**src/rtl/serial_adder_pkg.sv**
```systemverilog
// serial_adder_pkg: FSM state type and default width for the bit-serial adder
package serial_adder_pkg;
  localparam int SERIAL_ADDER_WIDTH_DFLT = 8;
  typedef enum logic [1:0] {IDLE = 2'd0, RUN = 2'd1, DONE = 2'd2} serial_adder_state_t;
endpackage

```
**src/rtl/serial_adder_ctrl_fa_bit.sv**
```systemverilog
// fa_bit: combinational one-bit full adder cell
module fa_bit (
  input  logic a,
  input  logic b,
  input  logic ci,
  output logic s,
  output logic co
);
  assign s  = a ^ b ^ ci;
  assign co = (a & b) | (ci & (a ^ b));
endmodule

```
**src/rtl/serial_adder_ctrl.sv**
```systemverilog
// serial_adder_ctrl: bit-serial adder sequencing one fa_bit over WIDTH cycles, LSB first.
// Define SERIAL_ADDER_SUB_EN to add the sub port (A-B with Carry=1 meaning no borrow).
module serial_adder_ctrl
  import serial_adder_pkg::*;
#(
  parameter int WIDTH = SERIAL_ADDER_WIDTH_DFLT
) (
  input  logic             clk,
  input  logic             rst,
  input  logic             in_valid,
  output logic             in_ready,
  input  logic [WIDTH-1:0] A,
  input  logic [WIDTH-1:0] B,
  input  logic             Cin,
`ifdef SERIAL_ADDER_SUB_EN
  input  logic             sub,
`endif
  output logic             out_valid,
  input  logic             out_ready,
  output logic [WIDTH-1:0] Sum,
  output logic             Carry,
  output logic             busy
);
  localparam int CW = $clog2(WIDTH + 1);
  serial_adder_state_t state_q, state_d;
  logic [WIDTH-1:0] a_q, a_d, b_q, b_d, sum_q, sum_d;
  logic             c_q, c_d, s, co, sub_l;
  logic [CW-1:0]    cnt_q, cnt_d;
`ifdef SERIAL_ADDER_SUB_EN
  assign sub_l = sub;
`else
  assign sub_l = 1'b0;
`endif
  fa_bit u_fa (.a(a_q[0]), .b(b_q[0]), .ci(c_q), .s(s), .co(co));
  always_comb begin
    state_d = state_q;
    a_d     = a_q;
    b_d     = b_q;
    c_d     = c_q;
    sum_d   = sum_q;
    cnt_d   = cnt_q;
    if (state_q == IDLE && in_valid) begin
      a_d     = A;
      b_d     = sub_l ? ~B : B;
      c_d     = sub_l | Cin;
      sum_d   = '0;
      cnt_d   = '0;
      state_d = RUN;
    end else if (state_q == RUN) begin
      a_d     = a_q >> 1;
      b_d     = b_q >> 1;
      c_d     = co;
      sum_d   = {s, sum_q[WIDTH-1:1]};
      cnt_d   = cnt_q + CW'(1);
      state_d = (cnt_q == CW'(WIDTH - 1)) ? DONE : RUN;
    end else if (state_q == DONE && out_ready) begin
      state_d = IDLE;
    end
  end
  always_ff @(posedge clk) begin
    if (rst) begin
      state_q <= IDLE;
      a_q     <= '0;
      b_q     <= '0;
      c_q     <= 1'b0;
      sum_q   <= '0;
      cnt_q   <= '0;
    end else begin
      state_q <= state_d;
      a_q     <= a_d;
      b_q     <= b_d;
      c_q     <= c_d;
      sum_q   <= sum_d;
      cnt_q   <= cnt_d;
    end
  end
  assign in_ready  = state_q == IDLE;
  assign out_valid = state_q == DONE;
  assign busy      = state_q != IDLE;
  assign Sum       = sum_q;
  assign Carry     = c_q;
endmodule

```
**config.mk**
```make
export PLATFORM = sky130hd
export DESIGN_NAME = serial_adder_ctrl
export DESIGN_NICKNAME = d
export VERILOG_FILES = /design/src/rtl/serial_adder_pkg.sv /design/src/rtl/serial_adder_ctrl_fa_bit.sv /design/src/rtl/serial_adder_ctrl.sv
export SDC_FILE = /design/constraint.sdc
export NUM_CORES = 1
export LEC_CHECK = 0
export BUFFER_PORTS_ARGS = -buffer_cell sky130_fd_sc_hd__buf_2
export CORE_MARGIN = 10
export CORE_UTILIZATION = 51
export DETAILED_ROUTE_END_ITERATION = 7
export MAX_ROUTING_LAYER = met4
export PLACE_DENSITY_LB_ADDON = 0.12
export SLEW_MARGIN = 20
export SYNTH_ARGS = -nofsm -noshare
export SYNTH_HDL_FRONTEND = slang
export SYNTH_SLANG_ARGS = --single-unit
```
**constraint.sdc**
```tcl
create_clock -name clk -period 3.7 [get_ports clk]
set_input_delay 0.555 -clock clk [delete_from_list [all_inputs] [get_ports clk]]
set_output_delay 0.555 -clock clk [all_outputs]
set_load 0.1 [all_outputs]
```
==> results.cfg, run 1 <==
[floorplanning]
coreArea_um2 = 2500
rows = 18
die-area_um2 = 5129
die-width_um = 71.62
initial_utilization = 0.5435
ios = 33
die_y_um = 71.62

[final_layout]
drive_gt1_frac = 0.2347
register_area_um2 = 620.6
multiInputGateArea_um2 = 648.1
diodes = 0
n_fill_cell = 246
syn2layout_area_growth_pct = 16.48
layout.nets = 218

[global_routing]
grt_usage = 0.1288
grt_pass1_vias = 1208
gr-total-overflow = 0
grt_pass1_wl_um = 5306
antenna_found_initial = 0
grt_start_max_net_pins = 26

[cts]
worstSkewPairLatency_ns = 0.34
cts_hold_buf = 0
htreeDepth = 2
clkSinkCount = 31
cts_root_buffer = clkbuf_4
clockBufferDepth = 2
ctsResizeCount = 0
clk_pin_slew_ns = 0.09
cts_buffers = 5
cts_tree = built
post-cts-setup-buffers = 0

[sta]
finalHoldViolations = 0
slew_violations = 0
worst_slack_ns = 1.504
relSlewSlack = 0.4243
min_period_over_period = 0.5935
finalSetupViolCount = 0
fmax_mhz = 455.3
tns_ns = 0
min_period_ns = 2.196
rsz0062_at_grt = false
fin_hold_ws_ns = 0.4532
finClkSkew_ns = 0.008854
tightest_slew_ns = 0.8636

[yosys]
synth.most_common_cell = nand2_1
postSynth.topFlopCell = dfxtp_1
postSynthAreaPerCell_um2 = 8.088
seq_area_frac_synth = 0.4567
synth-xor-area-share = 0.01289
synthArstFlopShare = 0
yosys-top-cells-count = nand2_1 (32), dfxtp_1 (31), a21oi_1 (26)
synth_compound_area_frac = 0.2201
synth_adder_area_share = 0.02394
synth-seq-cells = 31
yosysWarnings = 0
muxShareOfSynthArea = 0.007366
synth_top_area_frac = 0.4567
synth_top_cell_by_area = dfxtp_1
synth_area_um2 = 1359
synthesis.nets = 191
synth_edf_count = 0
ys_types = 29
yosys-top-cells-area = dfxtp_1 (46%), a21oi_1 (9.6%), nand2_1 (8.8%)
yosys.area_share.simple = 0.2127
synth_top_family_by_area = compound AO/OA/AOI/OAI gates
netlist_instances = 168

[route]
routed_wl_um = 3016
dr.pass1.iters = 4
via_per_inst = 5.279
wire_per_inst_um = 13.35
drt-initial-drc-count = 65
postRouteAntennaNets = 0
vias = 1193
drc = 0

[worst_setup_path]
crit_fanout = 16
crit_path_end_kind = output port
reg2reg_slack_ns = 1.74
crit_type = reg2out
r2r_cells = 3
crit_arrival_ns = 1.64
start_kind = flop
cp.required_ns = 3.14
rr_endpoint = cnt_q[3]
rr_startpoint = state_q[0]

[power_and_ir_drop]
vdd_drop_max_mv = 0.2720
power-per-cell-area_nw_per_um2 = 482.0
p_leak_nw = 0.6529

[hold_path]
whs_path_depth = 3
hp-class = in2reg
holdPathEnd = a_q[7]
hold_start = A[7]

[place]
dp_slack_ns = 1.718
globalplace.congestion = 0.7688
post-dp-hpwl_um = 2138
portBuffers = 32

[job]
drv_cap = 0

[outcome]
status = finished, final reports clean
==> worst max path at each step <==
stage	slack [ns]	cells past startpoint	startpoint	end
global placement	1.76	4	in_valid	cnt_q[2]
floorplan	1.18	3	state_q[1]	out_valid
detailed placement	1.72	4	in_valid	cnt_q[0]
finish	1.50	3	state_q[0]	in_ready
CTS	1.48	3	state_q[0]	in_ready
global route	1.42	3	state_q[1]	out_valid
==> through the flow <==
stage	std cells	total power, W	area (um2)	utilization
3_3_place_gp	218	0.0004873	1496	0.5986
6_report	226	0.0007629	1583	0.6331
5_1_grt	226	0.0008025	1583	0.6331
2_1_floorplan	168	0.0004652	1359	-
3_5_place_dp	218	0.0004912	1496	0.5986
4_1_cts	226	0.0007713	1583	0.6331
==> sequential cells by signal, summed over array words and instances (netlist names) <==
register	count
Carry	1
Sum	8
a_q	8
b_q	8
cnt_q	4
state_q	2
==> area by class of cell <==
| type | instances | share of cell area |
|---|---|---|
| Sequential cell | 31 | 0.3921 |
| Multi-Input combinational cell | 118 | 0.4095 |
| Tap cell | 30 | 0.02372 |
| Clock buffer | 6 | 0.03241 |
| Inverter | 6 | 0.01423 |
| Clock inverter | 2 | 0.02213 |
| Timing Repair Buffer | 33 | 0.1059 |
==> critical path, cell delays in order, from the launching register on <==
cell	delay, ns
dfxtp_1	0.47
or2_2	0.37
inv_1	0.05
buf_2	0.41
==> report_power, final <==
| group | switching, W | leakage, nW | internal (W) |
|---|---|---|---|
| clock | 0.000121 | 0.0482 | 0.000160 |
| sequential | 0.0000147 | 0.254 | 0.000353 |
| combinational | 0.0000765 | 0.351 | 0.0000387 |
| total | 0.000212 | 0.653 | 0.000551 |
==> cells by family after synthesis <==
family,count (synthesis)
buffers and inverters,19
multiplexers,1
adder cells (fa/ha/maj),2
flip-flops,31
XOR/XNOR,2
AO/OA/AOI/OAI,47
AND/OR/NAND/NOR,66
==> routing by layer <==
metal,GRT usage,share of wire,vias up
met5,-,0,-
met2,0.1902,0.45,31
met1,0.1504,0.47,539
li1,-,-,618
met3,0.05785,0.065,5
met4,0.04731,0.012,0
==> cell usage in the layout (no fill, tap or decap), types with 2 or more instances in the layout <==
master    instances
nand2_1          32
buf_2            32
dfxtp_1          31
a21oi_1          26
nor2_1           21
a211oi_1         14
inv_1             6
clkbuf_4          5
nand3_1           3
nand2b_1          2
nand3b_1          2
o21ai_0           2
a22o_1            2
No activity file was read; power rests on OpenSTA's default activity.
==> run 2, diff against run 1 <==
Settings changed: ABC_AREA set to 1, CORE_UTILIZATION 51 to 48.
Clock period 3.7 ns to 1.89 ns, I/O delays scaled along.
==> run 2 against run 1 <==
- synthesized area increased by 16%
- count of clock-buffer cells in the layout is 1 lower
- hold slack got worse by 0.25 ns
==> results.cfg, run 2 <==
[route]
wire_per_inst_um = 11.53
vias = 1388
dr.pass1.iters = 4
postRouteAntennaNets = 0
drt-initial-drc-count = 97
routed_wl_um = 3400
via_per_inst = 4.705
drc = 0

[place]
portBuffers = 32
globalplace.congestion = 0.7277
post-dp-hpwl_um = 2524
dp_slack_ns = 0.4485

[yosys]
postSynth.topFlopCell = dfxtp_1
synth_top_area_frac = 0.3937
yosys-top-cells-count = nand2_1 (64), dfxtp_1 (31), nand3_1 (30)
synth_top_cell_by_area = dfxtp_1
synthesis.nets = 241
synth_edf_count = 0
seq_area_frac_synth = 0.3937
synth.most_common_cell = nand2_1
synth_area_um2 = 1577
synth-seq-cells = 31
netlist_instances = 218
yosys-top-cells-area = dfxtp_1 (39%), nand2_1 (15%), nand3_1 (9.5%)
postSynthAreaPerCell_um2 = 7.232
synthArstFlopShare = 0
ys_types = 22
yosysWarnings = 0

[cts]
worstSkewPairLatency_ns = 0.33
clockBufferDepth = 2
cts_buffers = 5
cts_root_buffer = clkbuf_4
clk_pin_slew_ns = 0.09
post-cts-setup-buffers = 0
cts_tree = built
htreeDepth = 2
ctsResizeCount = 0
cts_hold_buf = 0
clkSinkCount = 31

[floorplanning]
die-area_um2 = 5977
coreArea_um2 = 3103
die_y_um = 77.31
ios = 33
rows = 20
die-width_um = 77.31
initial_utilization = 0.5081

[hold_path]
hold_start = A[7]
hp-class = in2reg
whs_path_depth = 3
holdPathEnd = a_q[7]

[worst_setup_path]
crit_slowest_cell = dfxtp_1
cp_slowest_stage_delay_ns = 0.50
path_depth = 3
crit_fanout = 16
crit_type = reg2out
start_kind = flop
r2r_cells = 4
reg2reg_slack_ns = 0.51
crit_family = buffers and inverters
path_buf_inv = 2
crit_arrival_ns = 1.50
rr_endpoint = Sum[2]
rr_startpoint = state_q[0]
crit_chain = inv_4 -> nor2_2 -> buf_2
cp.required_ns = 1.61
crit_path_end_kind = output port

[sta]
fmax_mhz = 560.0
slew_violations = 0
relSlewSlack = 0.6759
tns_ns = 0
min_period_over_period = 0.9447
finClkSkew_ns = 0.008821
finalSetupViolCount = 0
tightest_slew_ns = 0.4896
rsz0062_at_grt = false
finalHoldViolations = 0
min_period_ns = 1.786
worst_slack_ns = 0.1044

[final_layout]
layout.nets = 273
diodes = 0
mostFrequentLayoutCells = nand2_1 (64), dfxtp_1 (31), nand3_1 (30), buf_2 (30), inv_1 (20)
final_common_cell = nand2_1
syn2layout_area_growth_pct = 16.27
n_fill_cell = 318
drive_gt1_frac = 0.2988

[global_routing]
grt_start_max_net_pins = 18
grt_pass1_vias = 1342
antenna_found_initial = 0
grt_usage = 0.1209
grt_pass1_wl_um = 5906
gr-total-overflow = 0

[power_and_ir_drop]
power-per-cell-area_nw_per_um2 = 738.8
total_power_w = 0.001354
p_leak_nw = 0.8802
vdd_drop_max_mv = 0.3709

[outcome]
status = finished, final reports clean

[job]
drv_cap = 0
-- run 2: worst max-delay path by stage --
stage / slack, ns / from / to
floorplan: 0.1 / state_q[0] / busy
global placement: 0.46 / state_q[1] / out_valid
detailed placement: 0.45 / state_q[0] / in_ready
CTS: 0.08 / state_q[0] / in_ready
global route: 0.01 / state_q[0] / in_ready
finish: 0.10 / state_q[1] / out_valid
-- run 2: report_power, final --
part | leakage (nW) | switching, W | total (W) | internal, W
combinational | 0.592 | 0.000178 | 0.000276 | 0.0000977
sequential | 0.254 | 0.0000267 | 0.000713 | 0.000687
clock | 0.0347 | 0.000227 | 0.000365 | 0.000138
total | 0.880 | 0.000432 | 0.00135 | 0.000922
-- run 2: cell families after synthesis --
| group | count (synthesis) | share of synthesized area |
|---|---|---|
| fa+ha+maj | 2 | 0.02063 |
| compound gates | 27 | 0.1167 |
| simple gates | 121 | 0.3452 |
| buf+inv | 35 | 0.1127 |
| flops | 31 | 0.3937 |
| xor+xnor | 2 | 0.01111 |
-- run 2: final cells by class --
class	count	area [um2]	area share
Timing Repair Buffer	38	235.2	0.1283
Multi-Input combinational cell	152	780.7	0.4259
Tap cell	44	55.05	0.03003
Clock buffer	5	37.54	0.02048
Clock inverter	3	15.01	0.008191
Sequential cell	31	620.6	0.3386
Inverter	22	88.84	0.04846
-- run 2: per-layer routing --
| layer | up-vias | routed length (um) | track usage |
|---|---|---|---|
| li1 | 747 | - | - |
| met1 | 613 | 1586 | 0.1360 |
| met2 | 21 | 1653 | 0.2015 |
| met3 | 7 | 121 | 0.03846 |
| met4 | 0 | 39 | 0.03285 |
| met5 | - | 0 | - |
-- run 2: worst register-to-register path: stages, from the launching register on --
cell     delay, ns
dfxtp_1       0.42
nor2_4        0.33
nand2_4       0.20
nand2_2       0.25
a21oi_1       0.08
-- run 2: through the flow --
step | util | cell area, um2 | instances | hold WS (ns)
finish | 0.5907 | 1833 | 295 | 0.1987
global route | 0.5907 | 1833 | 295 | 0.1955
CTS | 0.5907 | 1833 | 295 | 0.1998
detailed placement | 0.5738 | 1780 | 287 | 0.4550
global placement | 0.5738 | 1780 | 287 | 0.4532
floorplan | - | 1585 | 218 | 0.4344
==> run 3, diff against run 2 <==
Clock period 1.89 ns to 1.6 ns, I/O delays scaled along.
==> run 3 against run 2 <==
- die area stayed put
- largest power group unchanged
- routed wire length down 0.18%
- global-route usage is 0.25 points higher
- total power increased by 25%
- final cell count rose by 1.4%
==> results.cfg, run 3 (synthesis gave the netlist of run 2 again) <==
[outcome]
status = finished, final reports clean

[route]
wire_per_inst_um = 11.35
vias = 1420
routed_wl_um = 3394
via_per_inst = 4.749
drc = 0
postRouteAntennaNets = 0
dr.pass1.iters = 4
drt-initial-drc-count = 78

[power_and_ir_drop]
p_sw_w = 0.0004990
sw_frac_of_total = 0.2945
p_leak_nw = 0.9059
power-per-cell-area_nw_per_um2 = 893.3
p_clk_frac = 0.303
pwr-share-comb = 0.200
p_seq_frac = 0.497
vdd_drop_max_mv = 0.4942
p_int_w = 0.001196

[worst_setup_path]
cp_slowest_stage_delay_ns = 0.42
critPathLaunch = state_q[0]
crit_arrival_ns = 1.28
crit_slowest_cell = dfxtp_1
crit_family = flip-flops
rr_startpoint = state_q[0]
path_buf_inv = 2
crit_path_end_kind = output port
crit_type = reg2out
crit_chain = nor2_4 -> buf_4 -> buf_12
cp.required_ns = 1.36
start_kind = flop
crit_fanout = 6

[global_routing]
gr-total-overflow = 0
antenna_found_initial = 0
grt_start_max_net_pins = 18
grt_pass1_vias = 1420
grt_usage = 0.1234
grt_pass1_wl_um = 6099

[place]
dp_slack_ns = 0.2775
postPlaceCellArea_um2 = 1812
globalplace.congestion = 0.7619
post-dp-hpwl_um = 2528
portBuffers = 32

[sta]
min_period_ns = 1.523
relSlewSlack = 0.6758
finalSetupViolCount = 0
worst_slack_ns = 0.07662
slew_violations = 0
finalHoldViolations = 0
fmax_mhz = 656.4
min_period_over_period = 0.9521
tightest_slew_ns = 0.4896
rsz0062_at_grt = false
finClkSkew_ns = 0.004809

[floorplanning]
coreArea_um2 = 3103
initial_utilization = 0.5081
ios = 33
rows = 20
die_y_um = 77.31
die-area_um2 = 5977
die-width_um = 77.31

[final_layout]
diodes = 0
mostFrequentLayoutCells = nand2_1 (64), nand3_1 (30), dfxtp_1 (29), buf_2 (29), inv_1 (20)
n_fill_cell = 317
syn2layout_area_growth_pct = 20.32
fin_area_um2 = 1897
final_common_cell = nand2_1
layout.nets = 277
drive_gt1_frac = 0.3137

[job]
drv_cap = 0

[cts]
clk_pin_slew_ns = 0.09
cts_root_buffer = clkbuf_4
htreeDepth = 2
clkSinkCount = 31
clockBufferDepth = 2
cts_tree = built
cts_buffers = 5
worstSkewPairLatency_ns = 0.33

[hold_path]
hold_start = B[7]
hp-class = in2reg
[run 3: worst reg2reg max path: stages (launching register included)]
cell and delay (ns):
dfxtp_1 0.53, inv_1 0.14, nor2_4 0.32, nand2_1 0.11, nand2_1 0.08, nor2_1 0.04
nor2_1 0.07
[run 3: final timing paths]
path | to | cells past startpoint | slack (ns)
max reg2reg | b_q[0] | 6 | 0.25
max | in_ready | 3 | 0.08
min | b_q[7] | 3 | 0.16
min reg2reg | a_q[3] | 2 | 0.47
[run 3: per-layer routing]
metal / up-vias / track usage / part of all wire
li1: 755 / - / -
met1: 636 / 0.1449 / 0.48
met2: 23 / 0.1931 / 0.47
met3: 6 / 0.03613 / 0.033
met4: 0 / 0.04927 / 0.012
met5: - / - / 0
[run 3: power groups by stage]
stage,logic (W),clock network (W),registers [W]
2_1_floorplan,0.000244,0,0.000870
3_3_place_gp,0.000333,0,0.000860
3_5_place_dp,0.000336,0,0.000860
4_1_cts,0.000342,0.000527,0.000842
5_1_grt,0.000375,0.000554,0.000848
6_report,0.000339,0.000514,0.000842
[run 3: timing repair]
action,CTS,global route
hold buffers,0,0
endpoints found under the setup margin,3,0
resized for setup,1,0
setup buffers,2,0
[run 3: final cells by class]
class                   instances  area [um2]  share of cell area
flip-flops and latches         31       623.1              0.3285
well taps                      44       55.05             0.02902
inverters                      22       88.84             0.04683
multi-input cells             152       780.7              0.4116
repair buffers                 42       280.3              0.1478
clock buffers                   8       68.82             0.03628
[run 3: stage by stage]
| stage | cells | TNS [ns] | hold slack (ns) | power (W) | utilization |
|---|---|---|---|---|---|
| finish | 299 | 0 | 0.1586 | 0.001695 | 0.6113 |
| global route | 299 | 0 | 0.1593 | 0.001777 | 0.6113 |
| CTS | 299 | 0 | 0.1443 | 0.001712 | 0.6113 |
| detailed placement | 289 | 0 | 0.4540 | 0.001196 | 0.5839 |
| global placement | 289 | 0 | 0.4528 | 0.001192 | 0.5839 |
| floorplan | 218 | -0.1279 | 0.3909 | 0.001114 | - |
